==> src/rtl/perceptron_layer_seq.sv <==
`timescale 1ns/1ps
// perceptron_layer_seq
// Time-multiplexed layer of N_OUT binary-input perceptrons. A single signed
// accumulator walks every neuron serially: N_IN weight terms, then one bias
// term that also produces that neuron's output bit. The weights, the biases
// and the common threshold live in registers that can be written at runtime
// while the layer is idle.
//
// Ports:
//   clk, rst            rising-edge clock, asynchronous active-high reset
//   start, x_in         evaluation request and its input vector (IDLE only)
//   busy, done, y_out   in-progress flag, one-cycle completion pulse, result
//   wr_en, wr_neuron,   weight/bias write (wr_idx == N_IN selects the bias)
//   wr_idx, wr_data
//   thr_wr_en, thr_data threshold write
//   wr_err              one-cycle pulse after a dropped write
module perceptron_layer_seq #(
    parameter int N_IN  = 8,
    parameter int N_OUT = 8,
    parameter int W_W   = 8,
    parameter int ACC_W = W_W + $clog2(N_IN + 1),
    localparam int NW   = (N_OUT > 1) ? $clog2(N_OUT) : 1,
    localparam int IW   = $clog2(N_IN + 1),
    localparam int IIW  = (N_IN > 1) ? $clog2(N_IN) : 1
) (
    input  logic                  clk,
    input  logic                  rst,
    input  logic                  start,
    input  logic [N_IN-1:0]       x_in,
    output logic                  busy,
    output logic                  done,
    output logic [N_OUT-1:0]      y_out,
    input  logic                  wr_en,
    input  logic [NW-1:0]         wr_neuron,
    input  logic [IW-1:0]         wr_idx,
    input  logic signed [W_W-1:0] wr_data,
    input  logic                  thr_wr_en,
    input  logic signed [W_W-1:0] thr_data,
    output logic                  wr_err
);

    typedef enum logic [1:0] {S_IDLE, S_RUN, S_FIN} state_t;

    state_t                  state_q, state_d;
    logic [N_IN-1:0]         x_q, x_d;
    logic signed [ACC_W-1:0] acc_q, acc_d, acc_fin;
    logic [NW-1:0]           n_q, n_d;
    logic [IW-1:0]           i_q, i_d;
    logic [N_OUT-1:0]        y_q, y_d;
    logic [N_OUT-1:0]        y_out_q, y_out_d;
    logic                    busy_q, busy_d;
    logic                    done_q, done_d;
    logic                    wr_err_q, wr_err_d;
    logic signed [W_W-1:0]   w_q [N_OUT][N_IN];
    logic signed [W_W-1:0]   w_d [N_OUT][N_IN];
    logic signed [W_W-1:0]   b_q [N_OUT];
    logic signed [W_W-1:0]   b_d [N_OUT];
    logic signed [W_W-1:0]   thr_q, thr_d;
    logic                    idle, wr_ok;

    function automatic logic signed [ACC_W-1:0] sext(input logic signed [W_W-1:0] v);
        return {{(ACC_W - W_W){v[W_W-1]}}, v};
    endfunction

    always_comb begin
        state_d  = state_q;
        x_d      = x_q;
        acc_d    = acc_q;
        n_d      = n_q;
        i_d      = i_q;
        y_d      = y_q;
        y_out_d  = y_out_q;
        busy_d   = busy_q;
        done_d   = 1'b0;
        w_d      = w_q;
        b_d      = b_q;
        thr_d    = thr_q;
        acc_fin  = acc_q + sext(b_q[n_q]);

        // Parameters may only change between evaluations; the cycle that shows
        // done is already IDLE, so writes are accepted there too.
        idle     = (state_q == S_IDLE);
        wr_ok    = wr_en && idle && (32'(wr_idx) <= N_IN) && (32'(wr_neuron) < N_OUT);
        wr_err_d = (wr_en && !wr_ok) || (thr_wr_en && !idle);

        if (wr_ok) begin
            if (wr_idx == IW'(N_IN)) b_d[wr_neuron] = wr_data;
            else                     w_d[wr_neuron][wr_idx[IIW-1:0]] = wr_data;
        end
        if (thr_wr_en && idle) thr_d = thr_data;

        case (state_q)
            S_IDLE: begin
                // done_q marks the completion cycle, in which start is ignored.
                if (start && !done_q) begin
                    x_d     = x_in;
                    acc_d   = '0;
                    n_d     = '0;
                    i_d     = '0;
                    busy_d  = 1'b1;
                    state_d = S_RUN;
                end
            end
            S_RUN: begin
                if (i_q != IW'(N_IN)) begin
                    if (x_q[i_q[IIW-1:0]]) acc_d = acc_q + sext(w_q[n_q][i_q[IIW-1:0]]);
                    i_d = i_q + 1'b1;
                end else begin
                    // Bias cycle: finish the sum and resolve this neuron's bit.
                    y_d[n_q] = (acc_fin >= sext(thr_q));
                    acc_d    = '0;
                    i_d      = '0;
                    n_d      = n_q + 1'b1;
                    if (n_q == NW'(N_OUT - 1)) state_d = S_FIN;
                end
            end
            S_FIN: begin
                y_out_d = y_q;
                done_d  = 1'b1;
                busy_d  = 1'b0;
                state_d = S_IDLE;
            end
            default: state_d = S_IDLE;
        endcase
    end

    always_ff @(posedge clk or posedge rst) begin
        if (rst) begin
            state_q  <= S_IDLE;
            x_q      <= '0;
            acc_q    <= '0;
            n_q      <= '0;
            i_q      <= '0;
            y_q      <= '0;
            y_out_q  <= '0;
            busy_q   <= 1'b0;
            done_q   <= 1'b0;
            wr_err_q <= 1'b0;
            w_q      <= '{default: '0};
            b_q      <= '{default: '0};
            thr_q    <= '0;
        end else begin
            state_q  <= state_d;
            x_q      <= x_d;
            acc_q    <= acc_d;
            n_q      <= n_d;
            i_q      <= i_d;
            y_q      <= y_d;
            y_out_q  <= y_out_d;
            busy_q   <= busy_d;
            done_q   <= done_d;
            wr_err_q <= wr_err_d;
            w_q      <= w_d;
            b_q      <= b_d;
            thr_q    <= thr_d;
        end
    end

    assign busy   = busy_q;
    assign done   = done_q;
    assign y_out  = y_out_q;
    assign wr_err = wr_err_q;

endmodule
==> config.mk <==
export PLATFORM = sky130hd
export DESIGN_NAME = perceptron_layer_seq
export DESIGN_NICKNAME = d
export VERILOG_FILES = /design/src/rtl/perceptron_layer_seq.sv
export SDC_FILE = /design/constraint.sdc
export NUM_CORES = 1
export LEC_CHECK = 0
export CORE_MARGIN = 4
export CORE_UTILIZATION = 59
export CTS_BUF_LIST = sky130_fd_sc_hd__clkbuf_16
export CTS_CLUSTER_DIAMETER = 100
export CTS_CLUSTER_SIZE = 24
export DETAILED_ROUTE_END_ITERATION = 8
export GPL_ROUTABILITY_DRIVEN = 0
export PLACE_DENSITY = 0.75
export SLEW_MARGIN = 20
export SYNTH_ARGS = -nofsm -noshare
export SYNTH_HDL_FRONTEND = slang
export SYNTH_SLANG_ARGS = --single-unit
==> constraint.sdc <==
create_clock -name clk -period 60.2 [get_ports clk]
set_input_delay 9.03 -clock clk [delete_from_list [all_inputs] [get_ports clk]]
set_output_delay 9.03 -clock clk [all_outputs]
set_load 0.005 [all_outputs]
Word-level counts from Yosys, hierarchy flattened:

Index checks and enable logic that the tools add are counted.
W data, S select, Z words.

* bitwise gates (word level): 6
* reduce and logical (&&, ||, !) cells: 25
* add/subtract/negate cells: 4
* mux-type cells: 39
* equality and inequality tests: 9
* magnitude comparators: 11

Operators with widths (number)
* $bwmux W512: 1
* $bmux W64 S3: 1
* $demux W64 S3: 1
* $mux W64: 3
* $bwmux W64: 1
* $bmux W8 S3: 2
* $demux W8 S3: 2
* $mux W8: 6
* $mux W12: 3
* $add A12 B8 Y12: 2
* $pmux W12 S2: 1
* $ge A4 B4 Y1 const B: 4
* $not A3 Y4: 4
* $ge A12 B8 Y1: 1
* $reduce_and A2 Y1: 6
* $logic_and A1 B1 Y1: 9
* $reduce_and A3 Y1: 3
* $bwmux W8: 1
* $lt A3 B4 Y1 const B: 2
* $lt A4 B1 Y1 const B: 2
* $mux W4: 2
* $pmux W4 S2: 1
* $mux W2: 3
* $mux W3: 2
* other kinds (23): 31

* input bits: 36
* output and inout bits: 11
* logic and storage cells: 177
* flip-flop bits (word level): 632

Longest topological paths before layout:

* depth in word-level cells: 11
* depth in mapped cells: 27

Worst setup path after synthesis:

No wires, ideal clock.

* path type: input -> register
* start: in wr_idx[2]
* end: reg w_q[136] (netlist name)
* path buffers: 1
* stages: 4
* data arrival time: 10429 ps
* setup slack: 49647 ps
* setup time: 125 ps
* cell sequence: clkbuf_1 nand3_1 nor2_2 mux2_2

* longest elaborated chain between the ends: 8
* elaborated cells between the ends (all ways): 14
* those cells by class: 3 x order compare; 1 x eq/ne; 5 x mux; 2 x bitwise; 3 x reduce/logical

Ends and longest elaborated chain
* start: declaration: line 35 `input logic [IW-1:0] wr_idx,`
* $not A3 Y4 (implied by the code): line 88 `else w_d[wr_neuron][wr_idx[IIW-1:0]] = wr_data;`
* $ge A4 B4 Y1 (implied by the code) / $lt A4 B1 Y1 (equally long branches): line 88
* $logic_and A1 B1 Y1 (implied by the code): line 88
* $mux W8 (implied by the code): line 88
* $demux W8 S3: line 88
* $mux W64 (implied by the code): line 88
* $demux W64 S3: line 88
* $bwmux W512: line 88
* end signal: assignment: line 153 `w_q <= w_d;`
* end: declaration: line 54 `logic signed [W_W-1:0] w_q [N_OUT][N_IN];`

Parallel ways exist; a longest one is shown, timed or not.
A chain may end at the register's enable or synchronous reset.

==> results.ini <==
[detailed_routing]
dr.first_iter.drc_count=2143
totalWireLength_mm=80.51
drc=0
vias=19522
firstDrtPassIters=5
viasPerCell=6.718
wl_per_cell_um=27.71
drtAntennaViolNets=0

[power]
p_total_uw=981.0
p_leak_uw=0.01520
ir_drop_mv=0.02159
p_per_area_nw_per_um2=30.87

[clock_network]
root_buffer=clkbuf_16
insertion_delay_ns=0.64
ctsResizeCount=0
cts_made_buffers=30
cts_tree=done
numClockSinks=632
htree_levels=1
post_cts_buffers=0
cts_buffer_depth=3
hold_buffers=0
clk_pin_slew_ns=0.09

[sta]
holdWs_ns=0.4941
hold_violations=0
fin_crit_sh_pct=19.65
fin_crit_ns=11.83
tightest_slew_ns=1.097
relSlewSlack_pct=26.62
finalSetupTns_ns=0
post-route-worst-setup-slack_ns=48.37
fin_skew_ns=0.03912
finalSetupViolCount=0
slew_violations=0
rsz0062_at_grt=false
fmax_ghz=0.08452

[logic_synthesis]
netlist_instances=2279
synth-seq-area-share_pct=52.57
ys_seq_elements=632
avgSynthCellArea_um2=13.20
ys_types=74
synthArstFlopShare_pct=100.0
synth_nets=2355
synth_edf_count=0
synthFlopType=dfrtp_1
synth_warnings=0
netlist_area_um2=30080

[worst_setup_path]
path_cells=clkdlybuf4s50_1 > inv_8 > buf_6 > buf_6 > buf_4
required_ns=60.80
slowest_stage=buf_4
path_max_fanout=109
critPathKind=primary input to asynchronous set/reset pin
crit_start=rst
cpMostUsedCell=buf_6
crit_arrival_ns=12.43
crit_path_max_incr_delay_ns=0.88
r2r-start=n_q[2]
worst_setup_path_end_kind=asynchronous set/reset pin
cp-start-kind=primary input

[global_route]
grt_pass1_wl_mm=124.4
antenna_found_initial=3
grt_pass1_vias=20112
globalRouteTotalUtil_pct=29.75
grt-ovfl-total=0
grt_max_degree=112

[die]
core_um2=50270
fp.dieW_um=233.8
die_y_um=233.8
start_util_pct=59.84
io_pins=47
floorplan.rows=82
die-area_um2=54670

[run_status]
status=finished clean

[cells_and_area]
multi_input_area_um2=13470
drive_gt1_share_pct=36.98
layout.nets=2306
seq_area_um2=15830
area_growth_syn_to_layout_pct=5.627
instances_no_fill=2906
fillers=3827

[placement]
hpwl_mm=49.58
io_buffers=46
dp_slack_ns=47.02
placed_cells=2870

[run]
max-cap-violations=0

[hold_path]
min_from=x_q[1]
hold_class=flop to flop

metrics by stage:
step	util, %	area (um2)
after global placement	61.57	30950
final	63.21	31780
after global routing	63.20	31770
after CTS	63.15	31750
after detailed placement	61.57	30950
after floorplan	-	30080
layout by cell type, fill, tap and decap left out, drive strengths merged, types with 20 or more instances in the layout:
| cell type | Yosys | final |
|---|---|---|
| a21oi | 77 | 77 |
| a221oi | 57 | 57 |
| a22oi | 24 | 24 |
| buf | 65 | 49 |
| clkbuf | 103 | 31 |
| clkdlybuf4s50 | 0 | 38 |
| dfrtp | 632 | 632 |
| ha | 38 | 38 |
| inv | 18 | 20 |
| mux2 | 642 | 642 |
| mux2i | 41 | 41 |
| mux4 | 52 | 52 |
| nand2 | 145 | 145 |
| nor2 | 84 | 84 |
| o21ai | 69 | 69 |
state kept, by name (all words and copies together), names as in the netlist:
| signal | count |
|---|---|
| y_q | 8 |
| done | 1 |
| thr_q | 8 |
| busy | 1 |
| b_q | 64 |
| n_q | 3 |
| acc_q | 12 |
| w_q | 512 |
| y_out | 8 |
| x_q | 8 |
| wr_err | 1 |
| i_q | 4 |
| state_q | 2 |
cell usage after synthesis (all sizes together) (14+ instances only):
cell type	number	area share, %
buf	65	1.3
nand2	145	1.8
inv	18	0.22
a21oi	77	1.3
mux2	642	24
nor3	17	0.30
dfrtp	632	53
a22oi	24	0.60
clkbuf	103	1.3
a221oi	57	1.7
ha	38	1.6
a221o	14	0.47
a22o	17	0.49
nor2	84	1.3
xnor2	15	0.44
mux2i	41	1.4
o21ai	69	1.1
mux4	52	3.9
where the power goes:
part / switching, uW / total (uW) / internal [uW]
registers: 17.8 / 460 / 442
clock network: 134 / 226 / 92.3
logic: 193 / 295 / 101
total: 345 / 981 / 636
worst max-delay path, delay by kind of cell:
kind	cells	cell delay, ns
buf+inv	5	3.25
path summary, 6_finish.rpt:
check / slack (ns) / to / cells past startpoint
max: 48.37 / w_q[22] / 5
min: 0.49 / x_q[1] / 2
min in group asynchronous: 8.93 / busy / 2
min reg2reg: 0.49 / x_q[1] / 2
max in group clk: 48.92 / b_q[22] / 5
max reg2reg: 54.34 / y_q[7] / 22
layer usage:
layer  vias up  wire length (um)  GRT usage [%]
met5         -                 0              0
met4         0              3692          11.64
met3       181              6079          4.786
met2       779             37080          46.42
met1     10283             33660          42.43
li1       8279                 -              -
cell type report:
| type | instances | area share, % |
|---|---|---|
| clock inverter | 2 | 0.06300 |
| inverter | 21 | 0.2717 |
| sequential | 632 | 49.81 |
| timing repair buffer | 87 | 2.370 |
| antenna | 3 | 0.02362 |
| clock buffer | 31 | 2.441 |
| multi-input combinational | 1458 | 42.38 |
| tap | 672 | 2.646 |
logic make-up after synthesis:
kind of cell / Yosys count / share of synthesized area, %
muxes: 735 / 29.30
AOI/OAI and AO/OA: 352 / 8.173
buffers and inverters: 189 / 2.803
and+or+nand+nor: 309 / 4.800
adders and majority gates: 40 / 1.714
DFF: 632 / 52.57
xor gates and xnor gates: 22 / 0.6405
Power figures use the tool's default switching activity.
==> RTL change 1: new RTL, same settings <==
`x_q`, `i_q` and `y_q` no longer have a reset.
--- a/src/rtl/perceptron_layer_seq.sv
+++ b/src/rtl/perceptron_layer_seq.sv
@@ -127,11 +127,8 @@
     always_ff @(posedge clk or posedge rst) begin
         if (rst) begin
             state_q  <= S_IDLE;
-            x_q      <= '0;
             acc_q    <= '0;
             n_q      <= '0;
-            i_q      <= '0;
-            y_q      <= '0;
             y_out_q  <= '0;
             busy_q   <= 1'b0;
             done_q   <= 1'b0;
@@ -141,11 +138,8 @@
             thr_q    <= '0;
         end else begin
             state_q  <= state_d;
-            x_q      <= x_d;
             acc_q    <= acc_d;
             n_q      <= n_d;
-            i_q      <= i_d;
-            y_q      <= y_d;
             y_out_q  <= y_out_d;
             busy_q   <= busy_d;
             done_q   <= done_d;
@@ -156,6 +150,12 @@
         end
     end
 
+    always_ff @(posedge clk) begin
+        x_q <= x_d;
+        i_q <= i_d;
+        y_q <= y_d;
+    end
+
     assign busy   = busy_q;
     assign done   = done_q;
     assign y_out  = y_out_q;
Formal check against the unedited RTL: same outputs for any inputs over 4 cycles, from zero or initial values and one cycle with rst high; that may be too few to reach the edited logic, so the function may still have changed.
==> RTL change 1 against the original RTL <==
- sequential share of layout area increased by 0.37 points
- critical path depth is the same
- total power is 8.6% higher
- cell area decreased by 0.10%
- wire length is 1.2% lower
- first-iteration DRC count shrank 14%
- worst setup slack improved by 0.37 ns
- sequential cell count stayed put
- clock skew down 0.017 ns
- non-clock buffer count stayed put
- combinational power rose by 27%
- synthesized area about the same
- critical path type is now input port to flip-flop
- largest cell class unchanged
==> RTL change 1: results (changes against the original RTL) <==
| Metric | Value | Unit | Delta |
|:---|:---|:---|:---|
| Result of the run | complete, no violations | - |  |
| Largest net degree at the start of global routing | 163 | - | +46% |
| Max VDD drop | 0.0000236 | V | +9.3% |
| Setup WS pre-CTS | 48.04 | ns | +1.03 ns |
| Async set-or-reset flop fraction in the synthesized netlist | 0.968 | - | -0.0316 |
| Switching power | 406 | uW | +17% |
| Tightest slew margin relative to the limit | 0.264 | - | -0.00254 |
| Hold Startpoint | y_q[0]$_DFFE_PP_ | - |  |
| Achievable clock frequency | 87.3 | MHz | +3.2% |
| Detailed placement HPWL | 49.6 | mm | about the same |
| M3 GR Usage | 0.0552 | - | +0.00729 |
| Detailed route wirelength on metal2 | 36.6 | mm | -1.3% |
| Leakage | 0.0152 | uW | -0.14% |
| Post-Syn Instances | 2,234 | - | -2.0% |
| Instance area at placement | 30,900 | um2 | -0.12% |
| Met1 usage in global routing | 0.408 | - | -0.0159 |
| Worst Setup EP | w_q[209]$_DFFE_PP0P_ | - |  |
| Clock skew after layout | 0.0218 | ns | -0.0173 ns |
| Leading post-synthesis cells by instance count | 649 x sky130_fd_sc_hd__mux2_2, 612 x sky130_fd_sc_hd__dfrtp_1, 118 x sky130_fd_sc_hd__nand2_1 | - |  |
| Count of TritonRoute iterations in the first routing pass | 6 | - | +1 |
| Metal-1 WL | 33.2 | mm | -1.3% |
| Overall routed net length | 79.6 | mm | -1.2% |
| First-pass GRT wire length | 122 | mm | -1.8% |
| Reg2reg end | acc_q[10]$_DFFE_PP0P_ | - |  |
| All-Layer GR Usage | 0.293 | - | -0.00449 |
| Top layer in use | met5 | - |  |
| Share of total power in combinational logic | 0.352 | - | +0.052 |
| Violation count after the first detailed-routing iteration | 1,846 | - | -14% |
| WL per Instance | 27.8 | um | +0.19% |
| Crit path from | wr_idx[0] | - |  |
| Hold slack | 0.487 | ns | -0.00702 ns |
| Endpoint arrival time on the critical path | 11.97 | ns | -0.46 ns |
| Routed via count divided by cell count | 6.68 | - | -0.62% |
| Largest delay contributor family on the critical path | simple AND/OR/NAND/NOR gates | - |  |
| Area fraction of the dominant cell type after synthesis | 0.509 | - | -0.0166 |
| Highest cell delay on the worst timing path | 0.93 | ns | +0.05 ns |
| Worst Reg-to-Reg Cells | 18 | - | -18% |
| GR met2 Demand/Resource | 0.466 | - | +0.00210 |
| Count of antenna diodes in the layout | 0 | - | -3 |
| Top cells by area in the synthesized netlist | sky130_fd_sc_hd__dfrtp_1 51%, sky130_fd_sc_hd__mux2_2 24%, sky130_fd_sc_hd__mux4_2 4.0% | - |  |
| Sequential-to-total area share from yosys stat | 0.529 | - | +0.00337 |
[RTL change 1: changes by cell type after synthesis, sizes merged, moves of 7 or more]
cell | unedited run | this run
a22o | 17 | 9
nor2 | 84 | 96
edfxtp | 0 | 20
o21ai | 69 | 46
mux2 | 642 | 651
clkbuf | 103 | 96
nand2 | 145 | 126
dfrtp | 632 | 612
a221o | 14 | 3
a21oi | 77 | 66
[RTL change 1: final cells by class]
type                       count  area (um2)
fill                        3775       18500
sequential                   632       15900
multi-input combinational   1415       13300
tap                          672         841
timing repair buffer          87         768
clock buffer                  30         751
inverter                      22        90.1
clock inverter                 8        55.1
[RTL change 1: cell families after synthesis]
family | synth area share
flip-flops | 0.529
adder cells (fa/ha/maj) | 0.0171
AO/OA/AOI/OAI | 0.0715
multiplexers | 0.299
XOR/XNOR | 0.00641
buffers and inverters | 0.0291
AND/OR/NAND/NOR | 0.0474
==> RTL change 2: new RTL, config.mk and constraints unchanged <==
Without the edit above. Set the parameter `N_OUT` to 16 (it was 8).
--- a/src/rtl/perceptron_layer_seq.sv
+++ b/src/rtl/perceptron_layer_seq.sv
@@ -16,7 +16,7 @@
 //   wr_err              one-cycle pulse after a dropped write
 module perceptron_layer_seq #(
     parameter int N_IN  = 8,
-    parameter int N_OUT = 8,
+    parameter int N_OUT = 16,
     parameter int W_W   = 8,
     parameter int ACC_W = W_W + $clog2(N_IN + 1),
     localparam int NW   = (N_OUT > 1) ? $clog2(N_OUT) : 1,
Interface: changed (resized wr_neuron and y_out); port bits go from 47 to 56. No check against the original RTL was run, so the function may have changed too.
==> RTL change 2 against the original RTL <==
- total power increased by 63%
- sequential cell count increased by 593
- hold slack got worse by 0.0024 ns
- count of clock-buffer cells in the layout increased by 26
- wire length increased by 65%
- synthesized area increased by 87%
- cell area increased by 88%
- sequential power increased by 88%
- worst setup slack got worse by 0.15 ns
- largest cell class unchanged
- highest routed layer is now met5
==> RTL change 2: results (changes against the original RTL) <==
| Metric | Value | Unit | Delta |
|:---|:---|:---|:---|
| Result of the run | complete, no violations | - |  |
| Instance area at placement | 58,000 | um2 | +87% |
| Fraction of area in multi-input gates | 0.414 | - | -0.0101 |
| Endpoint arrival time on the critical path | 12.78 | ns | +0.35 ns |
| Syn_area_per_cell | 15.7 | um2 | +19% |
| Leading post-synthesis cells by instance count | 1,225 x sky130_fd_sc_hd__dfrtp_1, 1,190 x sky130_fd_sc_hd__mux2_2, 361 x sky130_fd_sc_hd__mux4_2 | - |  |
| Count of distinct cell types in the synthesized netlist | 52 | - | -30% |
| Max VDD drop | 0.0000238 | V | +10% |
| Overall die area | 101,000 | um2 | +84% |
| Detailed route wirelength on metal2 | 64.8 | mm | +75% |
| Number of cells in the finished layout apart from fillers | 4,789 | - | +65% |
| Top layer in use | met5 | - |  |
| Layout Nets | 3,595 | - | +56% |
| Met1 usage in global routing | 0.378 | - | -0.0461 |
| Clock insertion delay at the later pin of the skew report | 0.69 | ns | +0.05 ns |
| Registers with the most flip-flops | w_q x1024, b_q x128 | - |  |
| CTS H-tree lvls | 2 | - | +1 |
| Sequential-to-total area share from yosys stat | 0.544 | - | +0.0182 |
| Metal-1 WL | 55.3 | mm | +64% |
| Seq area share | 0.514 | - | +0.0164 |
| Clock buffer count in the final layout | 57 | - | +84% |
| Leakage | 0.0285 | uW | +88% |
| Via count of the first global-routing pass | 33,400 | - | +66% |
| Largest net degree at the start of global routing | 207 | - | +85% |
| First-pass GRT wire length | 206 | mm | +66% |
| Internal power | 1140 | uW | +79% |
| Routed via count divided by cell count | 6.56 | - | -2.3% |
| Total number of multi-input combinational cells | 2,093 | - | +44% |
| Standard cell with the maximum stage delay on the critical path | sky130_fd_sc_hd__buf_12 | - |  |
| GR met2 Demand/Resource | 0.442 | - | -0.0225 |
| Detailed placement HPWL | 87.4 | mm | +76% |
| Clock skew after layout | 0.0182 | ns | -0.0210 ns |
| Instance count after placement with tap cells included | 4,720 | - | +64% |
| Number of buffers created by CTS | 57 | - | +90% |
| Combinational gate power | 304 | uW | +3% |
==> RTL change 2: cell families after synthesis <==
| kind of cell | share of synthesized area |
|---|---|
| simple gates | 0.0281 |
| mux | 0.385 |
| xor+xnor | 0.00311 |
| compound gates | 0.0107 |
| buf+inv | 0.0194 |
| flops | 0.544 |
| fa+ha+maj | 0.00959 |
==> RTL change 2: final timing paths <==
check | start | endpoint | depth (start not counted)
worst min register to register | x_q[2]$_DFFE_PP0P_ | x_q[2]$_DFFE_PP0P_ | 2
worst min-delay path | x_q[2]$_DFFE_PP0P_ | x_q[2]$_DFFE_PP0P_ | 2
min in group asynchronous | rst | b_q[49]$_DFFE_PP0P_ | 2
max in group clk | wr_idx[3] | w_q[42]$_DFFE_PP0P_ | 6
worst max register to register | n_q[0]$_DFFE_PP0P_ | acc_q[10]$_DFFE_PP0P_ | 18
worst max-delay path | rst | w_q[594]$_DFFE_PP0P_ | 6
